[src/rtl/pipe_robot_controller.sv]
// Robot-side controller for the pipe-cleaning world: wall search, left-hand wall following,
// multi-cycle trash removal and halt on the exit cell. All command outputs are registered.
module pipe_robot_controller #(
    parameter int REMOVE_CYCLES = 3,
    parameter int SETTLE_CYCLES = 1,
    parameter int COUNT_W       = 8
) (
    input  logic               clock,
    input  logic               reset,
    input  logic               head,
    input  logic               left,
    input  logic               under,
    input  logic               barrier,
    output logic               front,
    output logic               turn,
    output logic               remove,
    output logic               done,
    output logic [COUNT_W-1:0] trash_count
);

    localparam int REM_W = (REMOVE_CYCLES < 2) ? 1 : $clog2(REMOVE_CYCLES + 1);
    localparam int SET_W = (SETTLE_CYCLES < 2) ? 1 : $clog2(SETTLE_CYCLES + 1);
    localparam logic [SET_W-1:0] SETTLE_INIT = SET_W'(SETTLE_CYCLES);

    typedef enum logic [2:0] {
        S_SEARCH,
        S_FOLLOW,
        S_FWD_LEFT,
        S_ROTATE,
        S_REMOVE,
        S_SETTLE,
        S_DONE
    } state_t;

    state_t             r_state;
    state_t             r_ret_state;
    state_t             r_rot_next;
    logic [1:0]         r_turn_cnt;
    logic [REM_W-1:0]   r_rem_cnt;
    logic [SET_W-1:0]   r_settle_cnt;
    logic               r_ignore_left;
    logic               r_front;
    logic               r_turn;
    logic               r_remove;
    logic               r_done;
    logic [COUNT_W-1:0] r_trash_count;
    state_t             w_after_remove;

    // A removal started from the post-left-turn step resumes plain wall following.
    assign w_after_remove = (r_ret_state == S_FWD_LEFT) ? S_FOLLOW : r_ret_state;

    always_ff @(posedge clock or posedge reset) begin
        if (reset) begin
            r_state       <= S_SEARCH;
            r_ret_state   <= S_SEARCH;
            r_rot_next    <= S_SEARCH;
            r_turn_cnt    <= 2'd0;
            r_rem_cnt     <= '0;
            r_settle_cnt  <= '0;
            r_ignore_left <= 1'b0;
            r_front       <= 1'b0;
            r_turn        <= 1'b0;
            r_remove      <= 1'b0;
            r_done        <= 1'b0;
            r_trash_count <= '0;
        end else begin
            r_front  <= 1'b0;
            r_turn   <= 1'b0;
            r_remove <= 1'b0;
            case (r_state)
                S_SEARCH, S_FOLLOW, S_FWD_LEFT: begin
                    if (r_state == S_FOLLOW) r_ignore_left <= 1'b0;
                    if (under) begin
                        r_done  <= 1'b1;
                        r_state <= S_DONE;
                    end else if (barrier) begin
                        r_remove    <= 1'b1;
                        r_rem_cnt   <= REM_W'(1);
                        r_ret_state <= r_state;
                        r_state     <= S_REMOVE;
                    end else if (r_state == S_FOLLOW && !left && !r_ignore_left) begin
                        r_turn       <= 1'b1;
                        r_ret_state  <= S_FWD_LEFT;
                        r_settle_cnt <= SETTLE_INIT;
                        r_state      <= S_SETTLE;
                    end else if (!head) begin
                        r_front      <= 1'b1;
                        r_ret_state  <= (r_state == S_SEARCH) ? S_SEARCH : S_FOLLOW;
                        r_settle_cnt <= SETTLE_INIT;
                        r_state      <= S_SETTLE;
                    end else begin
                        // First of the three turns goes out on the deciding edge itself.
                        r_turn       <= 1'b1;
                        r_turn_cnt   <= 2'd2;
                        r_rot_next   <= S_FOLLOW;
                        r_ret_state  <= S_ROTATE;
                        r_settle_cnt <= SETTLE_INIT;
                        r_state      <= S_SETTLE;
                        if (r_state == S_FWD_LEFT) r_ignore_left <= 1'b1;
                    end
                end
                S_ROTATE: begin
                    r_turn       <= 1'b1;
                    r_turn_cnt   <= r_turn_cnt - 2'd1;
                    r_ret_state  <= (r_turn_cnt == 2'd1) ? r_rot_next : S_ROTATE;
                    r_settle_cnt <= SETTLE_INIT;
                    r_state      <= S_SETTLE;
                end
                S_SETTLE: begin
                    if (r_settle_cnt <= SET_W'(1)) r_state <= r_ret_state;
                    else r_settle_cnt <= r_settle_cnt - 1'b1;
                end
                S_REMOVE: begin
                    if (r_rem_cnt < REM_W'(REMOVE_CYCLES)) begin
                        r_remove  <= 1'b1;
                        r_rem_cnt <= r_rem_cnt + 1'b1;
                    end else begin
                        if (r_trash_count != {COUNT_W{1'b1}})
                            r_trash_count <= r_trash_count + 1'b1;
                        // This edge already opens the first idle cycle of the settle window.
                        if (SETTLE_CYCLES > 1) begin
                            r_ret_state  <= w_after_remove;
                            r_settle_cnt <= SET_W'(SETTLE_CYCLES - 1);
                            r_state      <= S_SETTLE;
                        end else begin
                            r_state <= w_after_remove;
                        end
                    end
                end
                S_DONE: begin
                    r_done <= 1'b1;
                end
                default: begin
                    r_state <= S_SEARCH;
                end
            endcase
        end
    end

    assign front       = r_front;
    assign turn        = r_turn;
    assign remove      = r_remove;
    assign done        = r_done;
    assign trash_count = r_trash_count;

endmodule

[config.mk]
export PLATFORM = sky130hd
export DESIGN_NAME = pipe_robot_controller
export DESIGN_NICKNAME = d
export VERILOG_FILES = /design/src/rtl/pipe_robot_controller.sv
export SDC_FILE = /design/constraint.sdc
export NUM_CORES = 1
export LEC_CHECK = 0
export CAP_MARGIN = 20
export CORE_MARGIN = 10
export CORE_UTILIZATION = 56
export CTS_CLUSTER_DIAMETER = 80
export DETAILED_ROUTE_END_ITERATION = 8
export PLACE_DENSITY = 0.81
export SLEW_MARGIN = 10
export SYNTH_ARGS = -nofsm -noshare
export SYNTH_HDL_FRONTEND = slang
export SYNTH_SLANG_ARGS = --single-unit
[constraint.sdc]
create_clock -name clock -period 2.5 [get_ports clock]
set_input_delay 0.625 -clock clock [delete_from_list [all_inputs] [get_ports clock]]
set_output_delay 0.625 -clock clock [all_outputs]
set_load 0.01 [all_outputs]
# Word-level counts from Yosys, hierarchy flattened

Index checks and enable logic that the tools add are counted.
Widths: inputs -> output; s select.

Word-level logic and storage cells: 108
Bits in latches: 0
Register bits: 25
Memory bits (read-only): 0
Memories: 0
Bits in writable memories: 0
Output and inout bits: 12

Magnitude comparators: 2
Equal/unequal tests: 19
Divide/modulo/power cells: 0
Bitwise logic cells: 5
Add/subtract/negate cells: 4
Shift-type cells: 0
Multiply operators: 0
Mux-type cells: 48
Reductions and logical operators: 18

Operator list:

| cell                | number |
|---|---|
| $mux 1              | 24 |
| $mux 2              | 11 |
| $ne 2x2->1 const B  | 10 |
| $mux 3              | 5 |
| $pmux 3 s5          | 1 |
| $reduce_and 5->1    | 2 |
| $eq 3x2->1 const B  | 3 |
| $eq 3x3->1 const B  | 3 |
| $add 8x1->8 const B | 1 |
| $ne 8x8->1 const B  | 1 |
| $pmux 2 s2          | 2 |
| $reduce_and 4->1    | 2 |
| $pmux 1 s2          | 3 |
| $pmux 3 s2          | 1 |
| $reduce_and 3->1    | 2 |
| $reduce_bool 2->1   | 3 |
| $not 1->1           | 5 |
| $reduce_and 2->1    | 2 |
| $eq 3x1->1 const B  | 1 |
| $logic_not 3->1     | 1 |
| $pmux 1 s3          | 1 |
| $reduce_bool 3->1   | 1 |
| $reduce_or 3->1     | 1 |
| $add 2x1->2 const B | 1 |
| other kinds (7)     | 9 |

# Logic depth before layout (Yosys ltp)

Gate-level depths: netlist (run 1).

Word-level depth: 7
Mapped depth: 5

# Worst setup path before layout (run 1)

No wires, ideal clock.

Kind: register -> register
Start: register r_rem_cnt[0]
End: register r_trash_count[6], in the netlist trash_count[6]
Path slack: 0.895 ns
Cell stages (with the launch flop): 6
Buffers on the path: 0
Arrival time: 1.480 ns
Path through: dfrtp_1 > ha_1 > and4bb_1 > and3_1 > and4_4 > mux2_4

Word-level cells in the longest chain between the ends: 3

RTL lines:

| element                           | line | source |
|---|---|---|
| start: declaration                | 39   | `logic [REM_W-1:0] r_rem_cnt;` |
| start signal: assignment          | 116  | `r_rem_cnt <= r_rem_cnt + 1'b1;` |
| $lt 2x2->1                        | 114  | `if (r_rem_cnt < REM_W'(REMOVE_CYCLES)) begin` |
| $not 1->1 (no source line)        | -    |  |
| $reduce_and 3->1 (no source line) | -    |  |
| end signal: assignment            | 119  | `r_trash_count <= r_trash_count + 1'b1;` |
| end: declaration                  | 46   | `logic [COUNT_W-1:0] r_trash_count;` |

No other way between the ends.
A chain may end at the register's enable or synchronous reset.

# Worst setup path after layout (run 1)

Start: register r_trash_count[3], in the netlist trash_count[3]
End: output port trash_count[3]

RTL lines:

| element          | line | source |
|---|---|---|
| end: declaration | 18   | `output logic [COUNT_W-1:0] trash_count` |

No word-level cell between the ends.

==> out/qor.yml, run 1 <==
outcome:
  status: "finished, final reports clean"
floorplanning:
  die-area_mm2: 0.00445
  die_y_um: 66.7
  rows: 16
  initial_core_util_pct: 60.5
  io_pins: 18
  core_area_mm2: 0.00202
  die-width_um: 66.7
synth:
  synth_cells: 118
  synth.ff_latch_count: 24
  async_reset_ff_share_pct: 100
  synth_cell_types: 43
  synth_area_leaders: "dfrtp_1 (49%), a21oi_1 (3.3%), ha_1 (3.1%)"
  yosys.area.top_type: "dfrtp_1"
  synth_nets: 127
  syn_area_mm2: 0.00122
  synth_seq_area_share_pct: 49.1
  synth-edff-count: 0
  ys_dominant_reg_cell: "dfrtp_1"
  yosys_warnings: 0
  avgSynthCellArea_um2: 10.4
  yosysTopAreaCellShare_pct: 49.1
hold_path:
  hold_path.class: "register to register"
  hold_end: "done"
  holdPathStages: 1
  min-delay-start: "done"
clocking:
  clk_path_buf_depth: 2
  cts.sinks: 24
  cts_buffers: 3
  postCtsResizedCells: 0
  cts-htree-levels: 1
  tritoncts: "built"
  clk_latency_ns: 0.32
  cts-root-buf: "clkbuf_4"
  cts_hold_buffers: 0
  post_cts_buffers: 0
  path_clk_slew_ns: 0.14
power:
  p_leak_uw: 0.000621
  p_per_area_mw_per_mm2: 993
  worst_ir_drop_vdd_v: 0.000681
flow_run:
  maxCapViolations: 0
layout:
  nets: 147
  antenna_cells: 0
  layout-drive-gt1-share_pct: 10.9
  mostFrequentLayoutCells: "dfrtp_1 (24), clkdlybuf4s50_1 (17), inv_1 (10), nand2_1 (8), a21oi_1 (8)"
  fin_cells: 164
  syn_to_final_growth_pct: 20.6
  num-fill-cells: 138
  multi_input_area_um2: 572
  final_common_cell: "dfrtp_1"
  ff_latch_area_um2: 601
timing:
  post-route-period-util_pct: 78.5
  slew_headroom_pct: 59.6
  max_freq_mhz: 509
  finalSetupTns_ns: 0
  rsz0062_at_grt: "no"
  worst_slew_pin_slew_ns: 0.605
  finalSetupViolCount: 0
  fin_crit_ns: 1.96
  final.setup_skew_ns: 0.00818
  drv_slew: 0
  hold_viol_final: 0
place:
  port_buffers: 17
  dp_hpwl_um: 1860
  gp_congestion: 0.847
  dp.cells: 160
route:
  vias: 985
  vias_per_cell: 6.01
  avgRoutedWirePerCell_um: 15.6
  first_pass_iters: 4
  remaining_drc_errors: 0
  totalWireLength_um: 2560
  drtIter0Drc: 36
  ant_nets: 0
setup_path:
  criticalPathCategory: "register to output port"
  reg2reg_depth: 4
  cp_max_fo: 7
  critPathLaunchType: "register"
  cp_cell_sequence: "clkdlybuf4s50_1"
  slowest_stage: "clkdlybuf4s50_1"
  rr_startpoint: "r_state[2]"
  r2r-end: "trash_count[6]"
  crit_family: "buffers and inverters"
  reg2reg_slack_ns: 0.70
  cp_num_buf_inv: 1
  critPathCaptureType: "output port"
  max_stage_delay_ns: 0.57
  critPathRequiredTime_ns: 1.88
  cp.arrival_ns: 1.34
global_routing:
  grt_pass1_wl_um: 4350
  globalRouteTotalUtil_pct: 12.4
  overflow: 0
  grt_pass1_vias: 904
  grt_max_degree: 17
  antenna_found_initial: 0
-- cells by family (layout without fill, tap and decap cells) --
family                     after synthesis  count (layout)  synth area share, %
xor gates and xnor gates                 3               3                 2.15
muxes                                    5               5                 4.81
AOI/OAI and AO/OA                       35              35                 19.3
and+or+nand+nor                         35              35                 17.4
adders and majority gates                3               3                 3.07
buffers and inverters                   13              32                 4.09
DFF                                     24              24                 49.1
-- power breakdown --
part / switching (uW) / leakage [uW] / internal, uW
Clock: 125 / 0.0000279 / 162
Sequential: 164 / 0.000293 / 508
Combinational: 230 / 0.000301 / 275
Total: 519 / 0.000621 / 945
-- how the worst max path moves through the flow --
stage                               from  slack [ns]              to  depth (start not counted)
after floorplan             r_rem_cnt[0]        0.90  trash_count[6]                          5
final                     trash_count[3]        0.54  trash_count[3]                          1
after global routing      trash_count[3]        0.46  trash_count[3]                          1
after detailed placement         barrier        0.33   r_ignore_left                          4
after CTS                 trash_count[3]        0.53  trash_count[3]                          1
after global placement           barrier        0.40    r_rem_cnt[1]                          5
-- metrics by stage --
stage	utilization (%)	total power, uW	cell area (um^2)	hold slack, ns	setup slack, ns
2_1_floorplan	-	994	1220	0.440	0.895
3_3_place_gp	70.3	1160	1420	0.443	0.404
3_5_place_dp	70.3	1180	1420	0.449	0.326
4_1_cts	72.9	1470	1470	0.486	0.531
5_1_grt	72.9	1570	1470	0.510	0.463
6_report	72.9	1460	1470	0.477	0.536
-- cell type report --
class	instances	area share [%]
Clock buffer	3	1.53
Clock inverter	1	2.04
Inverter	10	2.55
Multi-Input combinational cell	81	38.8
Sequential cell	24	40.7
Tap cell	27	2.29
Timing Repair Buffer	18	12.1
-- layer usage --
metal	up-vias	global-route usage (%)	wire length, um
li1	469	-	-
met1	484	16.9	1200
met2	28	18.5	1210
met3	4	2.84	121
met4	0	4.71	30
met5	-	0	0
-- Yosys cell counts (2+ instances only) --
| library cell | n |
|---|---|
| o22a_1 | 2 |
| ha_1 | 3 |
| or2_2 | 2 |
| nor2_1 | 5 |
| xnor2_1 | 2 |
| nor3b_1 | 5 |
| dfrtp_1 | 24 |
| and3_1 | 2 |
| a21oi_1 | 8 |
| nand2b_1 | 2 |
| nand2_1 | 8 |
| o21ai_0 | 7 |
| clkbuf_1 | 2 |
| o21a_1 | 3 |
| mux2_2 | 3 |
| nand3_1 | 2 |
| nand4_1 | 2 |
| inv_1 | 10 |
| a31oi_1 | 2 |
-- registers in the layout, summed over array words and instances (netlist names), 2 cells and up --
register	flops
trash_count	8
r_ret_state	3
r_state	3
r_rem_cnt	2
r_turn_cnt	2
No activity file was read; power rests on OpenSTA's default activity.
==> run 2: changes to the inputs <==
CORE_UTILIZATION = 52   (was 56)
PLACE_DENSITY = 0.76   (was 0.81)
clock period = 2.01 ns   (was 2.5 ns; I/O delays follow)
==> out/qor.yml, run 2 (synthesis gave the netlist of run 1 again) <==
outcome:
  status: "finished, final reports clean"
global_routing:
  overflow: 0  # unchanged
  grt_pass1_vias: 942  # +4.2%
  grt_pass1_wl_um: 4260  # -2.0%
  globalRouteTotalUtil_pct: 11.6  # -0.84 points
  antenna_found_initial: 0  # unchanged
  grt_max_degree: 25  # +8
clocking:
  cts_hold_buffers: 0  # unchanged
  cts.sinks: 24  # unchanged
  path_clk_slew_ns: 0.12  # -0.02 ns
  tritoncts: "built"
  clk_path_buf_depth: 2  # unchanged
  cts-root-buf: "clkbuf_4"
  post_cts_buffers: 0  # unchanged
  cts_buffers: 3  # unchanged
  postCtsResizedCells: 0  # unchanged
  cts-htree-levels: 1  # unchanged
  clk_latency_ns: 0.31  # about the same
hold_path:
  hold_path.class: "register to register"
power:
  fin_total_pwr_uw: 1700  # +16%
  worst_ir_drop_vdd_v: 0.000743  # +9.1%
  p_per_area_mw_per_mm2: 1150  # +16%
  pwr-share-clk_pct: 11.8  # -7.8 points
  p_seq_share_pct: 46.7  # +0.8 points
  p_int_uw: 1080  # +14%
  combPwrFrac_pct: 41.5  # +7.0 points
  p_sw_share_pct: 36.4  # +1.0 points
  p_sw_uw: 618  # +19%
  p_leak_uw: 0.000627  # +0.91%
setup_path:
  critPathLaunchType: "register"
  crit_family: "buffers and inverters"
  critPathCaptureType: "output port"
  cp_cell_sequence: "clkdlybuf4s50_1"
  criticalPathCategory: "register to output port"
  cp_max_fo: 7  # unchanged
  slowest_stage: "clkdlybuf4s50_1"
  cp_num_buf_inv: 1  # unchanged
  max_stage_delay_ns: 0.57  # about the same
  critPathRequiredTime_ns: 1.51  # -0.37 ns
  cp.arrival_ns: 1.34  # about the same
layout:
  num-fill-cells: 186  # +35%
  syn_to_final_growth_pct: 20.7  # about the same
  multi_input_area_um2: 572  # unchanged
  ff_latch_area_um2: 601  # unchanged
  nets: 151  # +2.7%
  final_util_pct: 66.1  # -6.8 points
  largest_reg_flops: 8  # unchanged
  final_common_cell: "dfrtp_1"
  layout-drive-gt1-share_pct: 12.9  # +1.9 points
  mostFrequentLayoutCells: "dfrtp_1 (24), clkdlybuf4s50_1 (17), inv_1 (10), nand2_1 (8), a21oi_1 (8)"
  antenna_cells: 0  # unchanged
timing:
  worst_slew_pin_slew_ns: 0.348  # -0.257 ns
  max_freq_mhz: 544
  fin_crit_ns: 1.84
  finalSetupViolCount: 0  # unchanged
  hold_viol_final: 0  # unchanged
  final.setup_skew_ns: 0.00175  # -0.00643 ns
  finalSetupTns_ns: 0  # unchanged
  slew_headroom_pct: 76.2  # +17 points
  finalWorstSetupSlack_ns: 0.171  # -0.365 ns
  drv_slew: 0  # unchanged
  rsz0062_at_grt: "no"
  post-route-period-util_pct: 91.5
route:
  first_pass_iters: 6  # +2
  ant_nets: 0  # unchanged
  drtIter0Drc: 60  # +67%
  remaining_drc_errors: 0  # unchanged
  totalWireLength_um: 2480  # -3.1%
  avgRoutedWirePerCell_um: 14.8  # -5.4%
  vias_per_cell: 5.65  # -5.9%
  vias: 949  # -3.7%
place:
  port_buffers: 17  # unchanged
  gp_congestion: 0.800  # -5.5%
  dp_slack_ns: 0.0189  # -0.307 ns
  dp_hpwl_um: 1940  # +4.3%
flow_run:
  maxCapViolations: 0  # unchanged
floorplanning:
  core_area_mm2: 0.00223  # +10%
  io_pins: 18  # unchanged
  die-area_mm2: 0.00469  # +5.4%
  rows: 17  # +1
  initial_core_util_pct: 54.7  # -5.7 points
  die-width_um: 68.5  # +2.6%
  die_y_um: 68.5  # +2.6%
[run 2: final timing paths]
check / end / startpoint / depth (start not counted) / slack (ns)
max in group asynchronous: trash_count[5] / reset / 3 / 1.23
max reg2reg: trash_count[6] / r_rem_cnt[0] / 5 / 0.25
min: done / done / 1 / 0.47
max: trash_count[3] / trash_count[3] / 1 / 0.17
min reg2reg: done / done / 1 / 0.47
min in group asynchronous: trash_count[0] / reset / 3 / 0.54
[run 2: final cells by class]
class / count / area share, %
flip-flops and latches: 24 / 40.7
multi-input cells: 81 / 38.8
repair buffers: 22 / 14.1
inverters: 10 / 2.54
well taps: 28 / 2.37
clock buffers: 3 / 1.53
[run 2: power by group through the flow]
| stage | Sequential (uW) | Combinational (uW) | Clock, uW |
|---|---|---|---|
| after floorplan | 774 | 463 | 0 |
| after global placement | 790 | 688 | 0 |
| after detailed placement | 799 | 709 | 0 |
| after CTS | 789 | 711 | 208 |
| after global routing | 817 | 799 | 225 |
| final | 792 | 703 | 201 |
[run 2: stage by stage]
step | cell area [um^2] | hold WS, ns | instances
after global placement | 1450 | 0.445 | 165
after detailed placement | 1450 | 0.448 | 165
final | 1480 | 0.473 | 168
after global routing | 1480 | 0.519 | 168
after CTS | 1480 | 0.479 | 168
after floorplan | 1220 | 0.440 | 118
[run 2: routing by layer]
metal  up-vias  wire [um]  global-route usage, %
li1        472          -                      -
met1       462       1070                   13.1
met2        15       1260                   20.7
met3         0        149                   4.24
met4         0          0                   1.51
met5         -          0                      0
==> run 3: changes to the inputs <==
SETUP_SLACK_MARGIN = 0.3   (was default)
==> out/qor.yml, run 3 (synthesis gave the netlist of run 1 again) <==
global_routing:
  globalRouteTotalUtil_pct: 12.1  # +0.50 points
  overflow: 0  # unchanged
  grt_pass1_vias: 1006  # +6.8%
  grt_max_degree: 25  # unchanged
  antenna_found_initial: 0  # unchanged
  grt_pass1_wl_um: 4460  # +4.5%
timing:
  post-route-period-util_pct: 82.0  # -9.5 points
  finalSetupTns_ns: 0  # unchanged
  drv_slew: 0  # unchanged
  final.setup_skew_ns: 0.00338  # +0.00163 ns
  fin_crit_ns: 1.65  # -0.191 ns
  finalSetupViolCount: 0  # unchanged
  slew_headroom_pct: 75.4  # -0.76 points
  hold_viol_final: 0  # unchanged
  worst_slew_pin_slew_ns: 0.366  # +0.0176 ns
  max_freq_mhz: 607  # +12%
  rsz0062_at_grt: "no"
clocking:
  cts-htree-levels: 1  # unchanged
  clk_latency_ns: 0.31  # about the same
  cts_hold_buffers: 0  # unchanged
  cts-root-buf: "clkbuf_4"
  tritoncts: "built"
  clk_path_buf_depth: 2  # unchanged
  path_clk_slew_ns: 0.12  # about the same
  cts_buffers: 3  # unchanged
  cts.sinks: 24  # unchanged
floorplanning:
  rows: 17  # unchanged
  initial_core_util_pct: 54.7  # unchanged
  io_pins: 18  # unchanged
  die_y_um: 68.5  # unchanged
  die-area_mm2: 0.00469  # unchanged
  die-width_um: 68.5  # unchanged
  core_area_mm2: 0.00223  # unchanged
layout:
  largest_reg_flops: 8  # unchanged
  antenna_cells: 0  # unchanged
  mostFrequentLayoutCells: "dfrtp_1 (21), buf_4 (20), inv_1 (10)"
  fin_cells: 183  # +8.9%
  final_common_cell: "dfrtp_1"
  layout-drive-gt1-share_pct: 25.8  # +13 points
  nets: 166  # +9.9%
  syn_to_final_growth_pct: 32.3
place:
  dp.cells: 165  # unchanged
  gp_congestion: 0.800  # unchanged
  port_buffers: 17  # unchanged
  dp_hpwl_um: 1940  # unchanged
route:
  remaining_drc_errors: 0  # unchanged
  drtIter0Drc: 43  # -28%
  vias_per_cell: 5.71  # +1.1%
  vias: 1045  # +10%
  totalWireLength_um: 2760  # +11%
  ant_nets: 0  # unchanged
  avgRoutedWirePerCell_um: 15.1  # +2.2%
  first_pass_iters: 4  # -2
setup_path:
  critPathCaptureType: "register"
  critPathLaunchType: "register"
  cp.arrival_ns: 1.86  # +0.52 ns
  max_stage_delay_ns: 0.48  # -0.09 ns
  cp_max_fo: 7  # unchanged
  cp_cell_sequence: "and4bb_2 > and3_4 > and4_4 > mux2_4"
  critPathRequiredTime_ns: 2.22  # +0.71 ns
  slowest_stage: "dfrtp_2"
  criticalPathCategory: "register to register"
power:
  p_leak_uw: 0.000795  # +27%
  p_per_area_mw_per_mm2: 1170  # +2.1%
  worst_ir_drop_vdd_v: 0.000798  # +7.3%
flow_run:
  maxCapViolations: 0  # unchanged
outcome:
  status: "finished, final reports clean"
hold_path:
  hold_path.class: "register to register"
run 3: cell types whose count changed in the layout (fill, tap and decap cells not counted), moves of 3 or more:
cell             change
buf_4               +15
clkdlybuf4s50_1     -13
dfrtp_1              -3
dfrtp_2              +3
dlygate4sd2_1        +8
dlymetal6s2s_1       +5
run 3: what timing repair did:
action	4_1_cts	5_1_grt
endpoints found under the setup margin	10	10
pin swaps	0	1
setup buffers	8	7
endpoints found under the hold margin	0	0
resized for setup	9	14
run 3: metal layers:
metal / wire (um) / global-route usage, % / vias to the layer above
li1: - / - / 503
met1: 1170 / 13.4 / 522
met2: 1440 / 21.7 / 18
met3: 143 / 4.73 / 2
met4: 13 / 1.76 / 0
met5: 0 / 0 / -
run 3: final timing paths:
check / from / end / slack [ns] / cells past startpoint
max: r_state[0] / trash_count[6] / 0.36 / 4
min: done / done / 0.47 / 1
max reg2reg: r_state[0] / trash_count[6] / 0.36 / 4
min reg2reg: done / done / 0.47 / 1
max in group asynchronous: reset / r_state[2] / 1.21 / 3
min in group asynchronous: reset / trash_count[0] / 0.54 / 3
run 3: layout make-up:
type | count | area [um^2]
tap | 28 | 35.0
multi-input combinational | 81 | 596
inverter | 10 | 37.5
timing repair buffer | 37 | 323
sequential | 24 | 604
fill | 176 | 616
clock buffer | 3 | 22.5
run 3: worst max-delay path: cells and delay by family (launching register included):
kind	cells	cell delay, ns
and+or+nand+nor	3	0.77
muxes	1	0.29
DFF	1	0.48
run 3: where the power goes:
| part | leakage [uW] | switching, uW | internal [uW] |
|---|---|---|---|
| registers | 0.000290 | 140 | 639 |
| logic | 0.000492 | 415 | 501 |
| clock network | 0.0000138 | 132 | 70.1 |
| total | 0.000795 | 688 | 1210 |
run 3: through the flow:
stage	setup slack, ns	utilization, %	total power [uW]	cell area, um^2	hold WS (ns)
global route	0.239	72.4	2060	1620	0.517
floorplan	0.405	-	1240	1220	0.440
detailed placement	0.0189	65.0	1510	1450	0.448
finish	0.362	72.4	1900	1620	0.470
CTS	0.284	68.4	1750	1530	0.474
global placement	0.0260	65.0	1480	1450	0.445
